===== config.mk =====
export PLATFORM = sky130hd
export DESIGN_NAME = word_streamer
export DESIGN_NICKNAME = d
export VERILOG_FILES = /design/src/rtl/word_streamer.sv
export SDC_FILE = /design/constraint.sdc
export NUM_CORES = 1
export LEC_CHECK = 0
export CAP_MARGIN = 10
export CORE_MARGIN = 2
export CORE_UTILIZATION = 47
export CTS_CLUSTER_SIZE = 20
export DETAILED_ROUTE_END_ITERATION = 8
export GPL_TIMING_DRIVEN = 0
export PLACE_DENSITY = 0.68
export SYNTH_ARGS = -nofsm -noshare
export SYNTH_HDL_FRONTEND = slang
export SYNTH_SLANG_ARGS = --single-unit

===== constraint.sdc =====
create_clock -name clk -period 4.5 [get_ports clk]
set_input_delay 0.45 -clock clk [delete_from_list [all_inputs] [get_ports clk]]
set_output_delay 0.45 -clock clk [all_outputs]
set_load 0.05 [all_outputs]

===== src/rtl/word_streamer.sv =====
// Serial-to-parallel word assembler feeding a show-ahead FIFO with valid/ready
// output handshake and a sticky overflow flag for dropped words.
module word_streamer #(
  parameter int WIDTH     = 8,
  parameter int DEPTH     = 4,
  parameter int LSB_FIRST = 0
) (
  input  logic                         clk,
  input  logic                         rst,
  input  logic                         shift_enable,
  input  logic                         serial_in,
  input  logic                         frame_clear,
  input  logic                         clear_overflow,
  output logic [WIDTH-1:0]             out_data,
  output logic                         out_valid,
  input  logic                         out_ready,
  output logic                         overflow,
  output logic [$clog2(DEPTH+1)-1:0]   fill_level,
  output logic [$clog2(WIDTH)-1:0]     bit_count
);

  localparam int CW = $clog2(WIDTH);
  localparam int PW = $clog2(DEPTH);
  localparam int FW = $clog2(DEPTH+1);
  localparam logic [CW-1:0] LAST_BIT = CW'(WIDTH-1);
  localparam logic [FW-1:0] FULL_LVL = FW'(DEPTH);

  logic [WIDTH-1:0]            asm_q, asm_next;
  logic [DEPTH-1:0][WIDTH-1:0] mem;
  logic [PW-1:0]               wr_ptr, rd_ptr;
  logic [FW-1:0]               fill_next;
  logic                        push, pop, full, write, drop;

  always_comb begin
    asm_next = (LSB_FIRST != 0) ? {serial_in, asm_q[WIDTH-1:1]}
                                : {asm_q[WIDTH-2:0], serial_in};
    push  = shift_enable && !frame_clear && (bit_count == LAST_BIT);
    pop   = out_valid && out_ready;
    full  = (fill_level == FULL_LVL);
    // A full FIFO still accepts a word when the head leaves on the same edge.
    write = push && (!full || pop);
    drop  = push && full && !pop;
    fill_next = fill_level;
    case ({write, pop})
      2'b10:   fill_next = fill_level + FW'(1);
      2'b01:   fill_next = fill_level - FW'(1);
      default: fill_next = fill_level;
    endcase
  end

  always_ff @(posedge clk) begin
    if (rst) begin
      asm_q      <= '0;
      bit_count  <= '0;
      mem        <= '0;
      wr_ptr     <= '0;
      rd_ptr     <= '0;
      fill_level <= '0;
      out_valid  <= 1'b0;
      overflow   <= 1'b0;
    end else begin
      if (frame_clear) begin
        asm_q     <= '0;
        bit_count <= '0;
      end else if (shift_enable) begin
        asm_q     <= asm_next;
        bit_count <= push ? '0 : bit_count + CW'(1);
      end
      if (write) begin
        mem[wr_ptr] <= asm_next;
        wr_ptr      <= wr_ptr + PW'(1);
      end
      if (pop) rd_ptr <= rd_ptr + PW'(1);
      fill_level <= fill_next;
      out_valid  <= (fill_next != '0);
      if (drop)                overflow <= 1'b1;
      else if (clear_overflow) overflow <= 1'b0;
    end
  end

  // Head entry read straight from storage; only registered pointers select it.
  assign out_data = mem[rd_ptr];

endmodule


==> results.yml, run 1 <==
status:
  run_status: "complete, no violations"
synthesis:
  syn_avg_cell_area_sq_um: 10.8
  yosysSeqAreaShare_pct: 44.3
  ys_warn_count: 0
  ys_ff_latch: 51
  ys_types: 32
  synth_edf_count: 0
  netlist_area_sq_mm: 0.00230
  syn_nets: 227
  syn_inst: 213
  async_flop_share_pct: 0
  synth_ff_type: "dfxtp_1"
timing:
  timing.final.ws_setup_ps: 1630
  fmax_ghz: 0.349
  final.setup.tns_ps: 0
  min_period_ps: 2870
  fin_skew_ps: 4.25
  tightestPinTransition_ps: 713
  final_max_slew_viol_count: 0
  rsz0062_at_grt: "false"
  finalSetupViolCount: 0
  slew_headroom_pct: 52.3
  whs_ps: 494
  final.period_utilization_pct: 63.7
  hold_viol: 0
route:
  drt-wirelength-per-cell_microns: 14.4
  avgViaCountPerCell: 5.12
  routed_wl_mm: 4.44
  vias: 1578
  final_antenna_net_count: 0
  dr.pass1.iters: 4
  drc: 0
  drt_iter0_markers: 48
clocking:
  tritoncts: "done"
  ctsHoldBuffers: 0
  clock_sinks: 51
  clk_pin_slew_worst_paths_ps: 90
  ctsResizeCount: 0
  post_cts.repair.setup_buffers: 0
  cts_max_level: 2
  clock_latency_ps: 300
  clk_path_buf_depth: 2
  cts_made_buffers: 5
  clock-root-buffer: "clkbuf_8"
place:
  hpwl_mm: 2.96
  dp_cells: 301
  pre_cts_ws_ps: 1720
  place.gp.congestion: 0.725
  post_dp_cell_area_sq_mm: 0.00260
  port_buffers: 21
global_routing:
  grt_max_degree: 16
  first_global_vias: 1430
  overflow: 0
  grt_first_pass_wirelength_mm: 7.13
  track_usage_pct: 17.6
  antenna_found_initial: 0
power:
  ir_drop_v: 0.000224
  power.total_mw: 0.825
  p_leak_nw: 0.927
  power_density_mw_per_mm2: 308
setup_path:
  critPathLaunchType: "register"
  cp_max_fo: 10
  path_class: "register to primary output"
  cp-end-kind: "primary output"
  critical_path_required_ps: 4050
  crit_arrival_ps: 2420
hold_path:
  hold_path.class: "register to register"
floorplan:
  rows: 25
  dieArea_sq_mm: 0.00548
  io_pins: 23
  die_x_microns: 74.0
  fp.dieH_microns: 74.0
  core-area_sq_mm: 0.00472
  start_util_pct: 48.8
layout:
  seqCellArea_sq_mm: 0.00102
  area_growth_pct: 16.3
  utilization_pct: 56.8
  drive_above_1_share_pct: 11.2
  stdcell_area_sq_mm: 0.00268
  multi_input_area_sq_mm: 0.00121
  fin_nets: 255
  fin_cells: 308
  diodes: 0
  nFillCells: 408
flow_run:
  maxCapViolCount: 0
==> power breakdown <==
part           switching [mW]  leakage (nW)  total [mW]  internal [mW]
logic                  0.0676         0.472       0.104         0.0366
clock network           0.147        0.0440       0.254          0.107
registers             0.00939         0.411       0.467          0.458
total                   0.224         0.927       0.825          0.601
==> metal layers <==
layer	wire length (microns)	GRT usage [%]	share of wire [%]
met1	2180	24.8	49
met2	2040	27.0	46
met3	148	2.85	3.3
met4	64	7.27	1.4
met5	0	0	0
==> area by class of cell <==
class	instances	share of cell area, %
buffer	11	1.63
tap	67	3.13
clock buffer	5	2.57
clock inverter	2	0.513
inverter	9	1.26
timing repair buffer	21	7.84
sequential	51	38.1
multi-input combinational	142	45.0
==> synth_stat cells, drive strengths merged (2+ instances only) <==
master	number	share of area [%]
nand2	2	0.33
a211oi	6	4.7
inv	9	1.5
buf	3	0.60
o21ai	2	0.43
mux2i	42	18
nor2	48	7.8
or3	2	0.54
dfxtp	51	44
mux4	8	7.8
nand3b	2	1.2
xor2	2	0.76
nand3	5	1.1
clkbuf	8	1.3
ha	6	3.3
and3b	2	0.76
a21oi	4	0.87
==> worst max-delay path, stage by stage, from the launching register on <==
cell             delay, ps
dfxtp_1                310
clkbuf_1               510
mux4_2                 580
clkdlybuf4s50_1        710
==> worst paths after layout <==
kind | depth (start not counted) | to | startpoint | slack [ps]
setup reg to reg | 9 | out_valid | bit_count[0] | 1990
setup / recovery | 3 | out_data[7] | rd_ptr[0] | 1630
hold / removal | 2 | bit_count[2] | bit_count[2] | 490
hold reg to reg | 2 | bit_count[2] | bit_count[2] | 490
==> cells in the final DEF, fill, tap and decap left out, types with 2 or more instances in the layout <==
cell type	n
or3_1	2
and3b_1	2
a21oi_1	4
o21ai_0	2
inv_1	8
dfxtp_1	51
mux2i_1	42
a211oi_4	5
mux4_2	8
nand3_1	5
xor2_1	2
ha_1	6
nor2_1	48
clkbuf_8	5
clkbuf_1	8
buf_2	2
clkdlybuf4s50_1	21
nand2_1	2
==> cell families (layout without fill, tap and decap cells) <==
kind of cell	count (synthesis)	after routing	synth area share, %
AOI/OAI and AO/OA	17	17	8.14
adders and majority gates	7	7	4.13
muxes	50	50	26.1
buffers and inverters	20	48	3.37
xor gates and xnor gates	3	3	1.14
and+or+nand+nor	65	65	12.9
DFF	51	51	44.3
==> state kept, by name (all words and copies together), names as in the netlist <==
signal      cells
asm_q           7
bit_count       3
fill_level      3
mem            32
out_valid       1
overflow        1
rd_ptr          2
wr_ptr          2
No activity file was read; power rests on OpenSTA's default activity.
==> run 2: changes to the inputs <==
Clock period 4.5 ns to 2.73 ns, I/O delays scaled along.
==> run 2 against run 1 <==
  * Wire length increased by 0.11%
  * Highest routed layer unchanged
  * Global-route usage stayed put
  * Clock skew fell by 0.79 ps
  * Worst hold slack worse by 67 ps
  * Via count down 0.82%
  * First-iteration DRC count decreased by 6.3%
==> results.yml, run 2 (synthesized netlist as in run 1, its figures left out) <==
layout:
  seqCellArea_sq_mm: 0.00102
  layout_common_cells: "51 x dfxtp_1, 48 x nor2_1, 42 x mux2i_1, 21 x clkdlybuf4s50_1"
  layout.cells.most_common: "dfxtp_1"
  drive_above_1_share_pct: 11.3
  reg_top3: "mem (32), asm_q (7)"
  largest-register: "mem"
  diodes: 0
  multi_input_area_sq_mm: 0.00121
  nFillCells: 410
  largest_reg_flops: 32
  area_growth_pct: 16.2
  fin_nets: 254
timing:
  hold_viol: 0
  final.setup.tns_ps: 0
  tightestPinTransition_ps: 707
  fmax_ghz: 0.395
  rsz0062_at_grt: "false"
  min_period_ps: 2530
  slew_headroom_pct: 52.7
  final.period_utilization_pct: 92.7
  fin_skew_ps: 3.46
  finalSetupViolCount: 0
  final_max_slew_viol_count: 0
global_routing:
  track_usage_pct: 17.6
  grt_first_pass_wirelength_mm: 7.13
  antenna_found_initial: 0
  overflow: 0
  first_global_vias: 1430
  grt_max_degree: 16
setup_path:
  cp-end-kind: "primary output"
  critical_path_required_ps: 2460
  crit_arrival_ps: 2260
  r2r_setup_slack_ps: 220
  path_buf_inv: 1
  critPathTopFamily: "buffers and inverters"
  slowest_delay_ps: 710
  path_cells: "mux4_2, clkdlybuf4s50_1"
  critPathLaunchType: "register"
  cp_slowest_cell: "clkdlybuf4s50_1"
  cp_max_fo: 10
  path_class: "register to primary output"
route:
  avgViaCountPerCell: 5.10
  vias: 1565
  route.met2.wl_mm: 2.07
  drt_iter0_markers: 45
  wl_met3_microns: 179
  wl_met1_mm: 2.14
  dr.pass1.iters: 6
  top_layer_used: "met4"
  final_antenna_net_count: 0
  drc: 0
  routed_wl_mm: 4.44
  drt-wirelength-per-cell_microns: 14.5
clocking:
  clock_sinks: 51
  cts_max_level: 2
  clk_path_buf_depth: 2
  ctsResizeCount: 0
  cts_made_buffers: 5
  clock_latency_ps: 300
  clk_pin_slew_worst_paths_ps: 90
  post_cts.repair.setup_buffers: 0
  ctsHoldBuffers: 0
  clock-root-buffer: "clkbuf_8"
  tritoncts: "done"
floorplan:
  die_x_microns: 74.0
  dieArea_sq_mm: 0.00548
  core-area_sq_mm: 0.00472
  start_util_pct: 48.8
  io_pins: 23
  rows: 25
  fp.dieH_microns: 74.0
power:
  p_leak_nw: 0.926
  power.switching_mw: 0.368
  power_frac_comb_pct: 11.9
  power_density_mw_per_mm2: 507
  swShare_pct: 27.1
  power.total_mw: 1.36
  power_frac_clock_pct: 30.7
  ir_drop_v: 0.000368
  internal_power_mw: 0.990
  pwr-share-seq_pct: 57.4
flow_run:
  maxCapViolCount: 0
status:
  run_status: "complete, no violations"
place:
  port_buffers: 21
  hpwl_mm: 2.96
  place.gp.congestion: 0.725
hold_path:
  hold_path.class: "input port to register"
[run 2: cell count changes in the layout (fill, tap and decap cells not counted)]
cell / change
clkbuf_1: -1
[run 2: metrics by stage]
stage / setup slack (ps) / cells / hold slack, ps / instance area [sq um] / utilization (%)
after CTS: 17.1 / 308 / 413 / 2680 / 56.8
after floorplan: 16.4 / 213 / 420 / 2300 / -
after detailed placement: 127 / 301 / 479 / 2600 / 55.0
final: 199 / 307 / 427 / 2680 / 56.7
after global placement: 112 / 301 / 469 / 2600 / 55.0
after global routing: 29.6 / 307 / 439 / 2680 / 56.7
[run 2: power groups by stage]
stage	clock, mW	sequential (mW)	combinational, mW
final	0.417	0.779	0.162
after global routing	0.453	0.783	0.176
after CTS	0.429	0.771	0.174
after detailed placement	0	0.788	0.174
after global placement	0	0.788	0.173
after floorplan	0	0.817	0.0936
[run 2: path summary, 6_finish.rpt]
| check | startpoint | to | depth (start not counted) |
|---|---|---|---|
| worst max register to register | bit_count[0] | out_valid | 9 |
| worst min register to register | bit_count[2] | bit_count[2] | 2 |
| worst max-delay path | rd_ptr[0] | out_data[7] | 2 |
| worst min-delay path | rst | out_valid | 2 |
[run 2: layer usage]
metal / up-vias / track usage [%]
met5: - / 0
met2: 33 / 27.0
met4: 0 / 7.27
met1: 738 / 24.8
met3: 7 / 2.85
li1: 787 / -
[run 2: layout make-up]
| class | instances | area share, % |
|---|---|---|
| plain buffers | 10 | 1.50 |
| clock buffers | 5 | 2.57 |
| clock inverters | 2 | 0.514 |
| inverters | 9 | 1.26 |
| multi-input cells | 142 | 45.0 |
| flip-flops and latches | 51 | 38.1 |
| well taps | 67 | 3.13 |
| repair buffers | 21 | 7.85 |
==> run 3: changes to the inputs <==
Settings changed: CELL_PAD_IN_SITES_DETAIL_PLACEMENT from default to 0, CELL_PAD_IN_SITES_GLOBAL_PLACEMENT from default to 1, CORE_UTILIZATION 47 to 44, PLACE_DENSITY 0.68 to default, PLACE_DENSITY_LB_ADDON from default to 0.1.
==> run 3 against run 2 <==
  * Clock-buffer cell count stayed put
  * Global-route usage fell by 0.15 points
  * Power up 7.1%
==> results.yml, run 3 (synthesized netlist as in run 1, its figures left out) <==
status:
  run_status: "complete, no violations"
timing:
  final_max_slew_viol_count: 0
  rsz0062_at_grt: "false"
  slew_headroom_pct: 51.5
  min_period_ps: 2560
  timing.final.ws_setup_ps: 174
  fmax_ghz: 0.391
  final.period_utilization_pct: 93.6
  finalSetupViolCount: 0
  hold_viol: 0
  tightestPinTransition_ps: 725
  fin_skew_ps: 6.43
  final.setup.tns_ps: 0
  whs_ps: 384
setup_path:
  reg2reg_to: "out_valid"
  crit_start: "rd_ptr[0]"
  rr_worst_depth: 9
  critPathLaunchType: "register"
  path_class: "register to primary output"
  cp_max_fo: 10
  critical_path_required_ps: 2460
  crit_arrival_ps: 2280
  r2r_start: "bit_count[0]"
  r2r_setup_slack_ps: 180
  cp-end-kind: "primary output"
layout:
  layout.cells.most_common: "dfxtp_1"
  multi_input_area_sq_mm: 0.00121
  area_growth_pct: 17.4
  largest-register: "mem"
  layout_common_cells: "51 x dfxtp_1, 48 x nor2_1, 42 x mux2i_1, 21 x clkdlybuf4s50_1"
  drive_above_1_share_pct: 11.3
  reg_top3: "mem (32), asm_q (7)"
  seqCellArea_sq_mm: 0.00102
  largest_reg_flops: 32
  diodes: 0
  fin_nets: 254
  nFillCells: 466
power:
  power.switching_mw: 0.372
  power_density_mw_per_mm2: 538
  ir_drop_v: 0.000335
  swShare_pct: 25.5
  internal_power_mw: 1.08
  power_frac_clock_pct: 35.1
  power_frac_comb_pct: 11.3
  pwr-share-seq_pct: 53.6
  p_leak_nw: 0.932
clocking:
  clock_sinks: 51
  tritoncts: "done"
  clk_path_buf_depth: 2
  clock-root-buffer: "clkbuf_8"
  clk_pin_slew_worst_paths_ps: 90
  cts_made_buffers: 5
  ctsHoldBuffers: 0
  cts_max_level: 2
  clock_latency_ps: 300
  post_cts.repair.setup_buffers: 0
  ctsResizeCount: 0
floorplan:
  io_pins: 23
  fp.dieH_microns: 76.4
  start_util_pct: 45.4
  core-area_sq_mm: 0.00507
  rows: 26
  dieArea_sq_mm: 0.00583
  die_x_microns: 76.4
place:
  pre_cts_ws_ps: 101
  hpwl_mm: 3.38
  port_buffers: 21
  place.gp.congestion: 0.727
global_routing:
  track_usage_pct: 17.4
  overflow: 0
  antenna_found_initial: 0
  grt_first_pass_wirelength_mm: 8.03
  grt_max_degree: 16
  first_global_vias: 1620
route:
  avgViaCountPerCell: 5.20
  drc: 0
  routed_wl_mm: 4.81
  dr.pass1.iters: 4
  drt_iter0_markers: 33
  vias: 1611
  drt-wirelength-per-cell_microns: 15.5
  final_antenna_net_count: 0
flow_run:
  maxCapViolCount: 0
hold_path:
  hold_path_end: "out_valid"
  hold_path.class: "input port to register"
  min_delay_path_depth: 2
  hp-start: "rst"
-- run 3: power by group through the flow --
stage                     registers [mW]  logic, mW  clock network, mW
after detailed placement           0.788      0.176                  0
after floorplan                    0.817     0.0936                  0
after global routing               0.783      0.176              0.557
after CTS                          0.780      0.165              0.525
final                              0.780      0.164              0.510
after global placement             0.787      0.172                  0
-- run 3: critical path, stage by stage (launching register included) --
cell and delay [ps]:
dfxtp_1 700, mux4_2 570, clkdlybuf4s50_1 710
-- run 3: cell type report --
| type | count | share of cell area [%] |
|---|---|---|
| multi-input combinational | 142 | 44.6 |
| clock inverter | 2 | 1.39 |
| sequential | 51 | 37.7 |
| clock buffer | 5 | 2.54 |
| inverter | 9 | 1.25 |
| buffer | 10 | 1.48 |
| timing repair buffer | 21 | 7.77 |
| tap | 70 | 3.24 |
-- run 3: through the flow --
step           area [sq um]  instances  total power, mW  utilization (%)
2_1_floorplan          2300        213            0.910                -
3_3_place_gp           2600        304            0.959             51.3
3_5_place_dp           2600        304            0.964             51.3
4_1_cts                2710        310             1.47             53.3
5_1_grt                2710        310             1.52             53.3
6_report               2710        310             1.45             53.3
-- run 3: per-layer routing --
metal / wire [microns] / part of all wire, % / GRT usage [%]
met1: 2220 / 46 / 22.8
met2: 2400 / 50 / 29.6
met3: 158 / 3.3 / 3.79
met4: 33 / 0.69 / 4.18
met5: 0 / 0 / 0
-- run 3: worst max path at each step --
stage                        to  slack, ps  cells after the start
finish              out_data[7]        170                      2
detailed placement    out_valid        100                      8
global placement      out_valid        160                      8
floorplan             out_valid         20                      9
CTS                 out_data[7]        140                      2
global route          out_valid          9                      9
==> RTL change, RTL diff (settings of run 2) <==
Set the parameter `LSB_FIRST` to 1 (it was 0).
--- a/src/rtl/word_streamer.sv
+++ b/src/rtl/word_streamer.sv
@@ -5,3 +5,3 @@
   parameter int DEPTH     = 4,
-  parameter int LSB_FIRST = 0
+  parameter int LSB_FIRST = 1
 ) (
Check against the original RTL: not equivalent (Yosys sat finds a counterexample within 10 cycles, from zero or initial values and one cycle with rst high).
==> RTL change against run 2 <==
Final area rose by 2.0%; synthesized area did not move; total power rose by 15%; critical endpoint unchanged; sequential cell count did not move; global-route usage rose by 0.29 points; routed wire length rose by 0.88%; clock skew rose by 0.0020 ns; worst setup slack got worse by 0.021 ns.
==> RTL change: results (changes against run 2) <==
outcome = completed
worst r2r path cells = 10 (+1)
Avg Inst Size Synth = 10.6 µm² (-1.8%)
vias in the first global route = 1416 (-0.98%)
routability cong. = 0.798 (+10%)
fin worst setup slack = 0.178 ns (-0.0214 ns)
Synthesized Nets = 231 (+1.8%)
Commonest cells post-synth = dfxtp_1 (51), nor2_1 (49), mux2i_1 (42)
Synth Area in Compound Gates = 7.38% (-0.76 points)
ant diodes = 0 (unchanged)
XOR/XNOR Fraction of Synth Area = 1.52% (+0.38 points)
Hold Slack = 0.352 ns (-0.0748 ns)
Total GRT Usage = 17.9% (+0.29 points)
fin cells = 312 (+1.6%)
Final #Nets = 258 (+1.6%)
adder-cell share of the synthesized area = 4.13% (unchanged)
Synth async-reset ratio = 0% (unchanged)
proportion of layout cells with a drive suffix above 1 = 10.2% (-1.0 points)
Max clock buf depth = 2 (unchanged)
internal power = 1.18 mW (+19%)
worst slack at placement = 0.161 ns (+0.0339 ns)
clock transition at the registers of the reported paths = 0.09 ns (about the same)
DR WL/cell = 14.4 µm (-0.74%)
Avg Vias per Cell = 5.04 (-1.2%)
reg-to-reg slack, setup = 0.19 ns (-0.03 ns)
Slew @ Worst Pin = 0.712 ns (+0.00526 ns)
drt pass-1 iters = 4 (-2)
Fillers = 418 (+2.0%)
first-pass GRT wire length = 7.20 mm (+0.97%)
final setup skew = 0.00549 ns (+0.00203 ns)
CTS Buf Count = 5 (unchanged)
post-synth cell types = 32 (unchanged)
post-CTS setup buffer count = 0 (unchanged)
1st-iter DRT viols = 58 (+29%)
Final HPWL DP = 3.00 mm (+1.5%)
Min-Delay Path Class = input pin to register
yosys warns = 0 (unchanged)
sequential fraction of the synthesis area = 44.3% (unchanged)
VDD IR max = 0.361 mV (-1.8%)
worst r2r src = bit_count[0]
initial antenna violation count = 0 (unchanged)
Arrival @ worst endpoint = 2.28 ns (+0.02 ns)
dominant cells by area after synthesis = dfxtp_1 (44%), mux2i_1 (18%), nor2_1 (8.0%)
largest net degree at the start of global routing = 17 (+1)
Leak Pwr = 0.933 nW (+0.79%)
==> RTL change: cell types whose count changed in the layout (fill, tap and decap cells not counted), sizes merged, moves of 2 or more <==
cell / delta
xnor2: +2
nand3: -3
clkinv: -2
or3: -2
bufinv: +2
nor3: +3
buf: +2
nor3b: +2
==> RTL change: cell families after synthesis <==
group / Yosys count
AOI/OAI and AO/OA: 16
xor gates and xnor gates: 4
adders and majority gates: 7
buffers and inverters: 22
DFF: 51
muxes: 50
and+or+nand+nor: 67
==> RTL change: worst min-delay path by stage <==
stage,from,to,cells after the start
after floorplan,serial_in,mem[23],2
after global placement,mem[9],mem[9],2
after detailed placement,mem[9],mem[9],2
after CTS,rst,out_valid,2
after global routing,rst,out_valid,2
final,rst,out_valid,2
==> RTL change: power by group through the flow <==
stage | Sequential, mW | Clock (mW) | Combinational (mW)
2_1_floorplan | 0.817 | 0 | 0.0964
4_1_cts | 0.779 | 0.632 | 0.168
6_report | 0.778 | 0.619 | 0.167
5_1_grt | 0.781 | 0.663 | 0.182
3_5_place_dp | 0.787 | 0 | 0.178
3_3_place_gp | 0.787 | 0 | 0.176
==> RTL change: worst max-delay path, stage by stage (launching register included) <==
cell             delay (ns)
dfxtp_1                0.68
mux4_2                 0.58
clkdlybuf4s50_1        0.72
==> RTL change: per-layer routing <==
layer  vias up  wire length, µm  track usage [%]
li1        794                -                -
met1       739             2280             25.8
met2        32             1940             26.2
met3         6              184             4.07
met4         0               79             6.67
met5         -                0                0
==> RTL change: area by class of cell <==
cell class	instances	area [µm²]	area share (%)
Clock inverter	3	67.6	2.47
Sequential cell	51	1020	37.4
Buffer	12	56.3	2.06
Inverter	9	33.8	1.24
Multi-Input combinational cell	144	1190	43.6
Tap cell	67	83.8	3.07
Clock buffer	5	68.8	2.52
Timing Repair Buffer	21	210	7.70
